### config.mk
export PLATFORM = sky130hd
export DESIGN_NAME = result_writeback_sequencer_flat
export DESIGN_NICKNAME = d
export VERILOG_FILES = /design/src/rtl/result_writeback_sequencer_if.sv /design/src/rtl/result_writeback_sequencer.sv /design/src/flat_wrapper.sv
export SDC_FILE = /design/constraint.sdc
export NUM_CORES = 1
export LEC_CHECK = 0
export CAP_MARGIN = 20
export CORE_MARGIN = 2
export CORE_UTILIZATION = 45
export DETAILED_ROUTE_END_ITERATION = 8
export GPL_ROUTABILITY_DRIVEN = 0
export PLACE_DENSITY = 0.91
export REMOVE_ABC_BUFFERS = 1
export SLEW_MARGIN = 20
export SYNTH_ARGS = -nofsm -noshare
export SYNTH_HDL_FRONTEND = slang
export SYNTH_SLANG_ARGS = --single-unit
### constraint.sdc
create_clock -name clk -period 2.7 [get_ports clk]
set_clock_uncertainty 0.1 [all_clocks]
set_input_delay 0.54 -clock clk [delete_from_list [all_inputs] [get_ports clk]]
set_output_delay 0.54 -clock clk [all_outputs]
set_load 0.03 [all_outputs]
### src/rtl/result_writeback_sequencer_if.sv
// Execute-stage result bundle: condition, flag update and up to two register results.
// master = execute stage driving a bundle, slave = writeback sequencer consuming it.
interface result_writeback_sequencer_if #(
  parameter int DATA_WIDTH = 32,
  parameter int ADDR_WIDTH = 4
);
  logic                  in_valid;
  logic                  in_ready;
  logic [3:0]            cond;
  logic                  set_flags;
  logic [3:0]            new_flags;
  logic                  we1;
  logic [ADDR_WIDTH-1:0] wa1;
  logic [DATA_WIDTH-1:0] wd1;
  logic                  we2;
  logic [ADDR_WIDTH-1:0] wa2;
  logic [DATA_WIDTH-1:0] wd2;

  modport master (
    output in_valid, cond, set_flags, new_flags, we1, wa1, wd1, we2, wa2, wd2,
    input  in_ready
  );

  modport slave (
    input  in_valid, cond, set_flags, new_flags, we1, wa1, wd1, we2, wa2, wd2,
    output in_ready
  );
endinterface

### src/rtl/result_writeback_sequencer.sv
// Condition-checks execute results, commits NZCV and serialises up to two writes onto one RF port.
// Latency: first write and flag update 1 cycle after accept, second write at +2.
// Backpressure: in_ready low for the one cycle spent draining a buffered second write.
module result_writeback_sequencer #(
  parameter int DATA_WIDTH = 32,
  parameter int ADDR_WIDTH = 4
) (
  input  logic                  clk,
  input  logic                  reset_n,
  input  logic                  flush,
  result_writeback_sequencer_if.slave res,
  output logic                  rf_we,
  output logic [ADDR_WIDTH-1:0] rf_wa,
  output logic [DATA_WIDTH-1:0] rf_wd,
  output logic [3:0]            flags,
  output logic                  cond_pass
);

  typedef struct packed {
    logic [ADDR_WIDTH-1:0] wa;
    logic [DATA_WIDTH-1:0] wd;
  } wr_t;

  typedef enum logic [0:0] {
    IDLE = 1'b0,
    PEND = 1'b1
  } state_t;

  state_t     state;
  state_t     state_nxt;
  wr_t        pend;
  wr_t        pend_nxt;
  wr_t        rf_nxt;
  logic       rf_we_nxt;
  logic [3:0] flags_nxt;
  logic       cond_pass_nxt;
  logic       pass;
  logic       accept;

  // Flags are {N,Z,C,V}; evaluated against the pre-update architectural value.
  function automatic logic cond_eval(input logic [3:0] cc, input logic [3:0] nzcv);
    logic n, z, c, v;
    logic r;
    n = nzcv[3];
    z = nzcv[2];
    c = nzcv[1];
    v = nzcv[0];
    case (cc)
      4'b0000: r = z;
      4'b0001: r = !z;
      4'b0010: r = c;
      4'b0011: r = !c;
      4'b0100: r = n;
      4'b0101: r = !n;
      4'b0110: r = v;
      4'b0111: r = !v;
      4'b1000: r = c & !z;
      4'b1001: r = !c | z;
      4'b1010: r = (n == v);
      4'b1011: r = (n != v);
      4'b1100: r = !z & (n == v);
      4'b1101: r = z | (n != v);
      4'b1110: r = 1'b1;
      default: r = 1'b0;
    endcase
    return r;
  endfunction

  // State-only ready keeps the handshake free of combinational loops.
  assign res.in_ready = (state == IDLE);
  assign pass         = cond_eval(res.cond, flags);
  assign accept       = (state == IDLE) && res.in_valid && !flush;

  always_ff @(posedge clk or negedge reset_n) begin
    if (!reset_n) begin
      state <= IDLE;
    end else begin
      state <= state_nxt;
    end
  end

  always_comb begin
    state_nxt     = state;
    rf_we_nxt     = 1'b0;
    rf_nxt        = '{wa: rf_wa, wd: rf_wd};
    flags_nxt     = flags;
    cond_pass_nxt = 1'b0;
    pend_nxt      = pend;

    if (flush) begin
      state_nxt = IDLE;
      pend_nxt  = '0;
    end else begin
      case (state)
        IDLE: begin
          if (accept) begin
            cond_pass_nxt = pass;
            if (pass && res.set_flags) begin
              flags_nxt = res.new_flags;
            end
            if (pass && res.we1) begin
              rf_we_nxt = 1'b1;
              rf_nxt    = '{wa: res.wa1, wd: res.wd1};
              if (res.we2) begin
                pend_nxt  = '{wa: res.wa2, wd: res.wd2};
                state_nxt = PEND;
              end
            end else if (pass && res.we2) begin
              rf_we_nxt = 1'b1;
              rf_nxt    = '{wa: res.wa2, wd: res.wd2};
            end
          end
        end
        PEND: begin
          rf_we_nxt = 1'b1;
          rf_nxt    = pend;
          state_nxt = IDLE;
        end
        default: begin
          state_nxt = IDLE;
        end
      endcase
    end
  end

  always_ff @(posedge clk or negedge reset_n) begin
    if (!reset_n) begin
      rf_we     <= 1'b0;
      rf_wa     <= '0;
      rf_wd     <= '0;
      flags     <= 4'b0000;
      cond_pass <= 1'b0;
      pend      <= '0;
    end else begin
      rf_we     <= rf_we_nxt;
      rf_wa     <= rf_nxt.wa;
      rf_wd     <= rf_nxt.wd;
      flags     <= flags_nxt;
      cond_pass <= cond_pass_nxt;
      pend      <= pend_nxt;
    end
  end

endmodule

### src/flat_wrapper.sv
// flat-port wrapper written by rule: the top's interface ports become plain ports
module result_writeback_sequencer_flat 
#(
  parameter int DATA_WIDTH = 32,
  parameter int ADDR_WIDTH = 4
)
  (clk, reset_n, flush, rf_we, rf_wa, rf_wd, flags, cond_pass, res_in_valid, res_cond, res_set_flags, res_new_flags, res_we1, res_wa1, res_wd1, res_we2, res_wa2, res_wd2, res_in_ready);
  result_writeback_sequencer_if #(.DATA_WIDTH(DATA_WIDTH), .ADDR_WIDTH(ADDR_WIDTH)) res_i ();
  input  logic clk;
  input  logic reset_n;
  input  logic flush;
  output logic rf_we;
  output logic [ADDR_WIDTH-1:0] rf_wa;
  output logic [DATA_WIDTH-1:0] rf_wd;
  output logic [3:0] flags;
  output logic cond_pass;
  input wire logic [$bits(res_i.in_valid)-1:0] res_in_valid;
  input wire logic [$bits(res_i.cond)-1:0] res_cond;
  input wire logic [$bits(res_i.set_flags)-1:0] res_set_flags;
  input wire logic [$bits(res_i.new_flags)-1:0] res_new_flags;
  input wire logic [$bits(res_i.we1)-1:0] res_we1;
  input wire logic [$bits(res_i.wa1)-1:0] res_wa1;
  input wire logic [$bits(res_i.wd1)-1:0] res_wd1;
  input wire logic [$bits(res_i.we2)-1:0] res_we2;
  input wire logic [$bits(res_i.wa2)-1:0] res_wa2;
  input wire logic [$bits(res_i.wd2)-1:0] res_wd2;
  output wire logic [$bits(res_i.in_ready)-1:0] res_in_ready;
  assign res_i.in_valid = res_in_valid;
  assign res_i.cond = res_cond;
  assign res_i.set_flags = res_set_flags;
  assign res_i.new_flags = res_new_flags;
  assign res_i.we1 = res_we1;
  assign res_i.wa1 = res_wa1;
  assign res_i.wd1 = res_wd1;
  assign res_i.we2 = res_we2;
  assign res_i.wa2 = res_wa2;
  assign res_i.wd2 = res_wd2;
  assign res_in_ready = res_i.in_ready;
  result_writeback_sequencer #(.DATA_WIDTH(DATA_WIDTH), .ADDR_WIDTH(ADDR_WIDTH)) u_core (.clk(clk), .reset_n(reset_n), .flush(flush), .res(res_i), .rf_we(rf_we), .rf_wa(rf_wa), .rf_wd(rf_wd), .flags(flags), .cond_pass(cond_pass));
endmodule
==> results.md <==
- IO Pins: 130
- Via count: 3153
- CP Depth: 6
- RSZ-0062 raised after global routing: yes
- Share of post-route cells with drive strength above 1: 18.1%
- Slew @ Worst Pin: 0.864 ns
- Netlist Area Pre-Place: roughly 4000 um^2
- Net Sw Frac: 36.4%
- Post-CTS Setup Inserts: 0
- Fin crit share: 96.3%
- Worst VDD drop: between 0.4 and 0.5 mV
- Synth area leader: dfrtp_1
- Max cap viols: 0
- Fillcell total: ~640
- Initial drt markers: 161
- Core box area: 8640 um^2
- CTS Hold Buffers Added: 0
- Via density: roughly 5.5
- Worst r2r path cells: 6
- Cell count after synthesis: 327
- Post-DP HPWL: 7160 um
- Slew Viols, Final: 0
- Synthesized area per cell: between 10 and 15 um^2
- Clock Tree Root: clkbuf_8
- Number of H-tree levels: 3
- Yosys top cell area share: 49.8%
- F_max: 385 MHz
- GRT Max-Usage Layer: met2
- Critical path peak fanout: 37
- Kind of cell adding the most delay to the critical path: simple AND/OR/NAND/NOR gates
- Hold crit path type: input port to async pin
- Data arrival, critical path: between 2 and 3 ns
- LEAKAGE: about 0.0027 uW
- Clk pwr share: between 20% and 30%
- Power Dens Cells: 900 nW/um^2
- Number of synthesized register bits: a little under 80
- Starting Density: 46.0%
- Post-route ant nets: 0
- Switching power: 1870 uW
- Worst path max stage delay: 0.67 ns
- Largest net degree at the start of global routing: 45
- Reg2reg end: u_core.flags[2]
- CTS tree: built
- Critical Path, Cell by Cell: clkdlybuf4s50_1 -> or3b_1 -> a211oi_2 -> nor4_4 -> nor2_4 -> a22o_1
- Finish-stage setup viols: 0
- CTS Buf Count: 9
- Worst slew margin: 42.3%
- Crit path launch type: input port
- Overflow after GRT: 0
- Main area contributors after synthesis: dfrtp_1 50%, a221oi_2 12%, mux2i_1 9.3%, a22o_1 7.9%, inv_1 3.5%
- P_int: approximately 3300 uW
- Sequential power share: around 34%
- Final-report hold violation count: 0
- WL final: 10200 um
- # nets final: 547
- Run status: finished clean
- Router iterations before antenna repair: 4
- Chip width: 97.9 um
- CP endpoint kind: flip-flop
- IO buf count: 129
- Antenna Cells: 0
- Area grow syn2layout: 43.7%
- Met3 Use GR: 4.44%
- Area of the die: between 9000 and 10000 um^2
- Number of remaining DRC errors: 0
- Async S/R FF share, synth: 100%
- Total chip power: 5140 uW
- Clock Sinks: 79
- Worst flop-to-flop path startpoint: u_core.flags[0]
- CP Class: input port to flip-flop
- Rows: 34
- Dominant synthesized flop cell: dfrtp_1
- EDFF count, synth: 0
- Vias in the first global route: ~3.4k
- Warnings, synthesis: 0
- Most frequent cells after synthesis: 79 x dfrtp_1, 37 x inv_1, 37 x mux2i_1, 37 x nor2_1, 36 x a22o_1
- GRT Resource Usage Total: 21.6%
- Clk Latency, worst-skew pair: 0.33 ns
- Initial antenna violation count: 0
- Most frequent cell after synthesis: dfrtp_1
- Comb pwr share: 45.6%
- Worst setup path end: u_core.pend[0]
- Worst EP required: 2.86 ns
- First-pass GRT wire length: roughly 17000 um
- R2R Setup Slk: 0.26 ns
- Critical path's slowest cell: nor2_4
- GR Layer Usage met1: 28.4%
- Sequential cell area fraction in the yosys report: 49.8%
- Chip height: between 90 and 100 um
- CTS clk-pin slew, worst paths: 0.09 ns
- Routed wire per std cell: 17.8 um
- Maximum root-to-sink buffer count: 2
- Worst Setup SP: res_cond[1]
- Grt met2 use: 37.3%
- WP buf/inv: 1
- Final Critical Period: approximately 2.6 ns
- Library cells used by synthesis: 40
- Setup ws final: 0.100 ns
- Pre-CTS setup slack: -0.398 ns
[routing by layer]
metal	vias up	part of all wire, %
met3	15	5.2
met5	-	0
met1	1543	43
li1	1466	-
met4	0	1.1
met2	129	51
[repair_timing]
action / CTS / global route
resized for setup: 1 / 6
setup endpoints to repair: 30 / 74
pin swaps: 1 / 2
[placed cells by master (no fill, tap or decap), drive strengths merged, types with 2 or more instances in the layout]
cell,netlist,layout
nand2b,4,4
a221oi,35,35
a211oi,2,2
clkdlybuf4s50,0,124
nor4,2,2
dfrtp,79,79
mux2i,37,37
nand2,4,4
bufinv,0,3
mux2,5,5
dlymetal6s2s,0,3
a22o,36,36
nand4,2,2
clkbuf,8,11
xor2,2,2
nor2,38,38
o21ai,2,2
a21o,2,2
buf,15,18
inv,38,38
clkinvlp,0,2
[through the flow]
step           hold slack (ns)  util (%)  TNS [ns]  std cells  instance area (um^2)
3_3_place_gp             0.383      62.8    -15.70        557                  5420
5_1_grt                 0.0678      66.1  -0.00433        573                  5710
4_1_cts                 0.0540      65.7  -0.00603        573                  5670
6_report                0.0549      66.1         0        573                  5710
3_5_place_dp             0.387      62.8    -23.61        557                  5420
2_1_floorplan            0.144         -    -27.53        304                  3790
[power by group through the flow]
stage / combinational, uW / sequential [uW] / clock, uW
floorplan: 732 / 2310 / 0
global placement: 2270 / 1720 / 0
detailed placement: 2320 / 1730 / 0
CTS: 2340 / 1720 / 1100
global route: 2470 / 1770 / 1150
finish: 2340 / 1720 / 1080
[worst register-to-register path: stages, from the launching register on]
cell and delay [ns]:
dfrtp_1 0.44, xor2_1 0.21, o21ai_0 0.26, a31oi_2 0.09
or4_4 0.60, nand4_1 0.24, mux2_2 0.39
[sequential cells by signal, summed over array words and instances, names as in the netlist]
register / cells
u_core.pend: 36
u_core.rf_wd: 32
u_core.flags: 4
u_core.rf_wa: 4
u_core.cond_pass: 1
u_core.rf_we: 1
u_core.state: 1
[final cells by class]
class	count	area (um^2)	area share, %
clock buffer	11	141	2.48
clock inverter	5	105	1.84
inverter	38	143	2.50
multi-input combinational	187	1720	30.1
sequential	79	1980	34.6
tap	108	135	2.37
timing repair buffer	145	1490	26.1
[logic make-up (layout without fill, tap and decap cells)]
family	Yosys count	in the layout	synth area share, %
mux	42	42	10.7
simple gates	60	60	7.59
flops	79	79	49.8
compound gates	82	82	23.2
buf+inv	61	199	8.03
xor+xnor	3	3	0.662
[how the worst min path moves through the flow]
stage                     cells after the start          endpoint             from
final                                         1  u_core.rf_wd[30]          reset_n
after global routing                          1  u_core.rf_wd[16]          reset_n
after CTS                                     1  u_core.rf_wd[30]          reset_n
after detailed placement                      1    u_core.pend[1]   u_core.pend[1]
after global placement                        1   u_core.pend[10]  u_core.pend[10]
after floorplan                               0  u_core.cond_pass          reset_n
No activity file was read; power rests on OpenSTA's default activity.
